$ cat config.mk
export PLATFORM = sky130hd
export DESIGN_NAME = serial_sub_flat
export DESIGN_NICKNAME = d
export VERILOG_FILES = /design/src/rtl/serial_sub_if.sv /design/src/rtl/serial_sub.sv /design/src/flat_wrapper.sv
export SDC_FILE = /design/constraint.sdc
export NUM_CORES = 1
export LEC_CHECK = 0
export ABC_AREA = 1
export CORE_MARGIN = 2
export CORE_UTILIZATION = 45
export CTS_BUF_LIST = sky130_fd_sc_hd__clkbuf_4
export CTS_CLUSTER_SIZE = 14
export DETAILED_ROUTE_END_ITERATION = 16
export PLACE_DENSITY = 0.71
export SYNTH_ARGS = -nofsm -noshare
export SYNTH_HDL_FRONTEND = slang
export SYNTH_SLANG_ARGS = --single-unit
$ cat constraint.sdc
create_clock -name clk -period 1.59 [get_ports clk]
set_input_delay 0.318 -clock clk [delete_from_list [all_inputs] [get_ports clk]]
set_output_delay 0.318 -clock clk [all_outputs]
set_load 0.03 [all_outputs]
$ cat src/rtl/serial_sub_if.sv
// Handshake and operand/result bundle for serial_sub.
// Carries ovf only when SERIAL_SUB_OVF_EN is defined.
interface serial_sub_if #(
   parameter int WIDTH = 8
);
   logic             start;
   logic [WIDTH-1:0] a;
   logic [WIDTH-1:0] b;
   logic             borrow_in;
   logic             busy;
   logic             done;
   logic [WIDTH-1:0] diff;
   logic             borrow_out;
`ifdef SERIAL_SUB_OVF_EN
   logic             ovf;

   modport master (
      output start, a, b, borrow_in,
      input  busy, done, diff, borrow_out, ovf
   );
   modport slave (
      input  start, a, b, borrow_in,
      output busy, done, diff, borrow_out, ovf
   );
`else
   modport master (
      output start, a, b, borrow_in,
      input  busy, done, diff, borrow_out
   );
   modport slave (
      input  start, a, b, borrow_in,
      output busy, done, diff, borrow_out
   );
`endif
endinterface

$ cat src/rtl/serial_sub.sv
// Bit-serial a - b - borrow_in, LSB first, one full-subtractor cell.
// Define SERIAL_SUB_OVF_EN to add the signed overflow output.
module serial_sub #(
   parameter int WIDTH = 8
) (
   input logic         clk,
   input logic         rst,
   serial_sub_if.slave bus
);
   localparam int CW = (WIDTH > 1) ? $clog2(WIDTH) : 1;

   typedef enum logic {IDLE, RUN} state_t;

   state_t           state;
   state_t           nxt;
   logic             run;
   logic [WIDTH-1:0] sa;
   logic [WIDTH-1:0] sb;
   logic [WIDTH-1:0] res;
   logic [WIDTH-1:0] res_nx;
   logic [CW-1:0]    cnt;
   logic             br;
   logic             d;
   logic             nbr;
   logic             last;
`ifdef SERIAL_SUB_OVF_EN
   logic             a_msb;
   logic             b_msb;
`endif

   assign bus.busy = run;
   assign last     = (cnt == CW'(WIDTH - 1));
   assign d        = sa[0] ^ sb[0] ^ br;
   assign nbr      = (~sa[0] & sb[0]) | (~(sa[0] ^ sb[0]) & br);

   // Result fills from the MSB end so it is aligned after WIDTH shifts.
   always_comb begin
      res_nx            = res >> 1;
      res_nx[WIDTH-1]   = d;
   end

   always_ff @(posedge clk) begin
      if (rst) state <= IDLE;
      else     state <= nxt;
   end

   always_comb begin
      nxt = state;
      run = 1'b0;
      unique case (state)
         IDLE: if (bus.start) nxt = RUN;
         RUN: begin
            run = 1'b1;
            if (last) nxt = IDLE;
         end
         default: nxt = IDLE;
      endcase
   end

   always_ff @(posedge clk) begin
      if (rst) begin
         sa             <= '0;
         sb             <= '0;
         res            <= '0;
         cnt            <= '0;
         br             <= 1'b0;
         bus.done       <= 1'b0;
         bus.diff       <= '0;
         bus.borrow_out <= 1'b0;
`ifdef SERIAL_SUB_OVF_EN
         a_msb          <= 1'b0;
         b_msb          <= 1'b0;
         bus.ovf        <= 1'b0;
`endif
      end else begin
         bus.done <= 1'b0;
         if (state == IDLE && bus.start) begin
            sa  <= bus.a;
            sb  <= bus.b;
            br  <= bus.borrow_in;
            cnt <= '0;
            res <= '0;
`ifdef SERIAL_SUB_OVF_EN
            a_msb <= bus.a[WIDTH-1];
            b_msb <= bus.b[WIDTH-1];
`endif
         end else if (state == RUN) begin
            sa  <= sa >> 1;
            sb  <= sb >> 1;
            br  <= nbr;
            res <= res_nx;
            cnt <= cnt + CW'(1);
            if (last) begin
               bus.diff       <= res_nx;
               bus.borrow_out <= nbr;
               bus.done       <= 1'b1;
`ifdef SERIAL_SUB_OVF_EN
               bus.ovf <= (a_msb != b_msb) & (d != a_msb);
`endif
            end
         end
      end
   end
endmodule

$ cat src/flat_wrapper.sv
// flat-port wrapper written by rule: the top's interface ports become plain ports
module serial_sub_flat 
#(
   parameter int WIDTH = 8
)
  (clk, rst, bus_start, bus_a, bus_b, bus_borrow_in, bus_busy, bus_done, bus_diff, bus_borrow_out);
  serial_sub_if #(.WIDTH(WIDTH)) bus_i ();
  input logic clk;
  input logic rst;
  input wire logic [$bits(bus_i.start)-1:0] bus_start;
  input wire logic [$bits(bus_i.a)-1:0] bus_a;
  input wire logic [$bits(bus_i.b)-1:0] bus_b;
  input wire logic [$bits(bus_i.borrow_in)-1:0] bus_borrow_in;
  output wire logic [$bits(bus_i.busy)-1:0] bus_busy;
  output wire logic [$bits(bus_i.done)-1:0] bus_done;
  output wire logic [$bits(bus_i.diff)-1:0] bus_diff;
  output wire logic [$bits(bus_i.borrow_out)-1:0] bus_borrow_out;
  assign bus_i.start = bus_start;
  assign bus_i.a = bus_a;
  assign bus_i.b = bus_b;
  assign bus_i.borrow_in = bus_borrow_in;
  assign bus_busy = bus_i.busy;
  assign bus_done = bus_i.done;
  assign bus_diff = bus_i.diff;
  assign bus_borrow_out = bus_i.borrow_out;
  serial_sub #(.WIDTH(WIDTH)) u_core (.clk(clk), .rst(rst), .bus(bus_i));
endmodule
==> results.cfg <==
[clocking]
numCtsBuffers = 5
clock-sinks = 38
post-cts-setup-buffers = 0
clk_pin_slew_ns = 0.11
insertion_delay_ns = 0.34
cts_tree = built
clock_path_buffers = 2
cts_root_buffer = clkbuf_4
htreeDepth = 2

[logic_synthesis]
synth_ff_type = dfxtp_1
syn_area_per_cell_um2 = 7.37
yosysSeqAreaShare_pct = 48.3
synth_common_cells = 79 x nand2_1, 40 x nand3_1, 38 x dfxtp_1
synth.area.top_cells = dfxtp_1 48%, nand2_1 19%, nand3_1 13%, inv_1 4.5%, a21oi_1 3.5%
yosysMostFrequentCell = nand2_1
synth_top_area_share_pct = 48.3
synth-edff-count = 0
synth_seq_cells = 38
synth_top_area_cell = dfxtp_1
synth_nets = 237
syn-cell-area_mm2 = 0.00158
synthArstFlopShare_pct = 0
ys_warn_count = 0
syn_inst = 214
synth.distinct_cells = 19

[critical_path]
crit_path_end_kind = output port
path_class = reg2out
cp.required_ns = 1.27
worst-path-max-fanout = 7
reg2reg_from = u_core.sb[0]
rr_worst_depth = 4
reg2reg_slack_ns = 0.35
r2r-end = u_core.res[7]
cp.arrival_ns = 1.14
start_kind = flip-flop

[die]
ios = 31
fp.dieW_um = 63.2
die_y_um = 63.2
dieArea_mm2 = 0.00399
core-area_mm2 = 0.00336
start_util_pct = 46.9
fp-row-count = 21

[cells_and_area]
fin_area_mm2 = 0.00204
multi_input_area_um2 = 663
post-route-util_pct = 60.6
antenna_cells = 0
fillCellCount = 367
finalNonFillerCells = 299
syn_to_final_growth_pct = 29.4
nets = 275
drive_above_1_share_pct = 10.7
seq_area_um2 = 762

[timing]
final-setup-viol-count = 0
finalHoldViolCount = 0
slew_viol_final = 0
tns_ns = 0
fin_crit_sh_pct = 91.5
finalClockSkew_ns = 0.00517
fmax_mhz = 688
grt_setup_unrepaired = no
final.setup.worst_slack_ns = 0.136
min_period_ns = 1.45
worst_pin_slew_ns = 0.402
relSlewSlack_pct = 73.1

[power_and_ir_drop]
p_comb_share_pct = 10.8
ir_drop_uv = 836
intPower_uw = 1580
swShare_pct = 22.5
seq_power_share_pct = 49.2
pwr-share-clk_pct = 40.1
p_switching_uw = 458
leakagePower_uw = 0.000998
p_per_area_mw_per_mm2 = 1000

[grt]
grt_max_degree = 25
grt_pass1_vias = 1321
gr-usage-all-layers_pct = 17.7
grt_pass1_wl_um = 5610
antenna_found_initial = 0
grt-ovfl-total = 0

[drt]
routed_wl_um = 3120
ant_nets = 0
viasPerCell = 4.71
route.vias.total = 1407
wire_per_inst_um = 10.4
first_pass_iters = 4
remaining_drc_errors = 0
drt_iter0_markers = 72

[place]
numPortBuffers = 30
dpl.hpwl_um = 2200
pre_cts_ws_ns = 0.0809
place_area_mm2 = 0.00194
dp_cells = 291
gp_congestion = 0.774

[worst_hold_path]
whs_endpoint = u_core.bus.diff[0]
hold-path-cell-count = 2
min_path_type = reg2reg
worstHoldStart = u_core.res[1]

[run_status]
status = complete, no violations

[flow_run]
max_cap_violations = 0
==> power by group through the flow <==
stage | clock network (uW) | logic (uW) | registers (uW)
3_3_place_gp | 0 | 219 | 1020
2_1_floorplan | 0 | 132 | 1020
5_1_grt | 881 | 248 | 1010
3_5_place_dp | 0 | 220 | 1020
4_1_cts | 834 | 221 | 1000
6_report | 817 | 219 | 1000
==> area by class of cell <==
cell class / count / share of cell area [%]
clock inverter: 3 / 3.37
timing repair buffer: 41 / 18.0
sequential: 38 / 37.4
tap: 46 / 2.82
clock buffer: 5 / 1.84
inverter: 22 / 4.05
multi-input combinational: 144 / 32.5
==> critical path: stages (launching register included) <==
cell and delay, ns:
dfxtp_2 0.45, buf_4 0.18, buf_4 0.16
==> cells by family (layout without fill, tap and decap cells) <==
group	Yosys count	in the layout	synth area share, %
simple gates	124	124	33.3
flops	38	38	48.3
buf+inv	32	71	9.68
compound gates	16	16	5.32
fa+ha+maj	3	3	2.86
xor+xnor	1	1	0.556
==> stage by stage <==
stage	total power, uW	hold WS (ns)
floorplan	1160	0.387
global route	2140	0.493
finish	2040	0.449
detailed placement	1240	0.429
global placement	1240	0.428
CTS	2060	0.453
==> placed cells by master (no fill, tap or decap) <==
cell type        Yosys  layout
a21oi_1             11      11
buf_4                1      12
bufinv_16            0       2
clkbuf_4             0       5
clkdlybuf4s50_1      0      19
clkinv_4             0       1
dfxtp_1             38      37
dfxtp_2              0       1
dlygate4sd2_1        0      10
fa_1                 1       1
ha_1                 2       2
inv_1               19      19
inv_2                3       3
nand2_1             79      79
nand2_2              1       1
nand3_1             40      40
nor2_1               3       3
nor2_4               1       1
o21ai_0              1       1
o21ai_1              3       3
o21ai_2              1       1
xnor2_1              1       1
==> how the worst max path moves through the flow <==
stage                       startpoint             to  slack [ns]  depth (start not counted)
after detailed placement     bus_start  u_core.res[7]        0.08                          5
after floorplan           u_core.state   u_core.sb[6]        0.38                          6
after global placement       bus_start  u_core.cnt[0]         0.1                          5
after global routing      u_core.state       bus_busy        0.06                          2
after CTS                 u_core.state       bus_busy        0.12                          2
final                     u_core.state       bus_busy        0.14                          2
==> registers in the layout, indices dropped and copies added (netlist names) <==
signal and cells:
u_core.br 1, u_core.bus.borrow_out 1, u_core.bus.diff 8, u_core.bus.done 1, u_core.res 7, u_core.sa 8
u_core.sb 8, u_core.state 1, u_core.cnt 3
==> per-layer routing <==
| layer | share of wire [%] | track usage, % |
|---|---|---|
| met5 | 0 | 0 |
| met4 | 1.6 | 6.52 |
| met2 | 46 | 29.7 |
| met1 | 48 | 21.5 |
| met3 | 3.8 | 5.36 |
==> repair_timing <==
action	in CTS	in global routing
hold buffers	0	0
gates resized for setup	11	0
setup endpoints to repair	11	0
(Power assumes the default switching activity.)
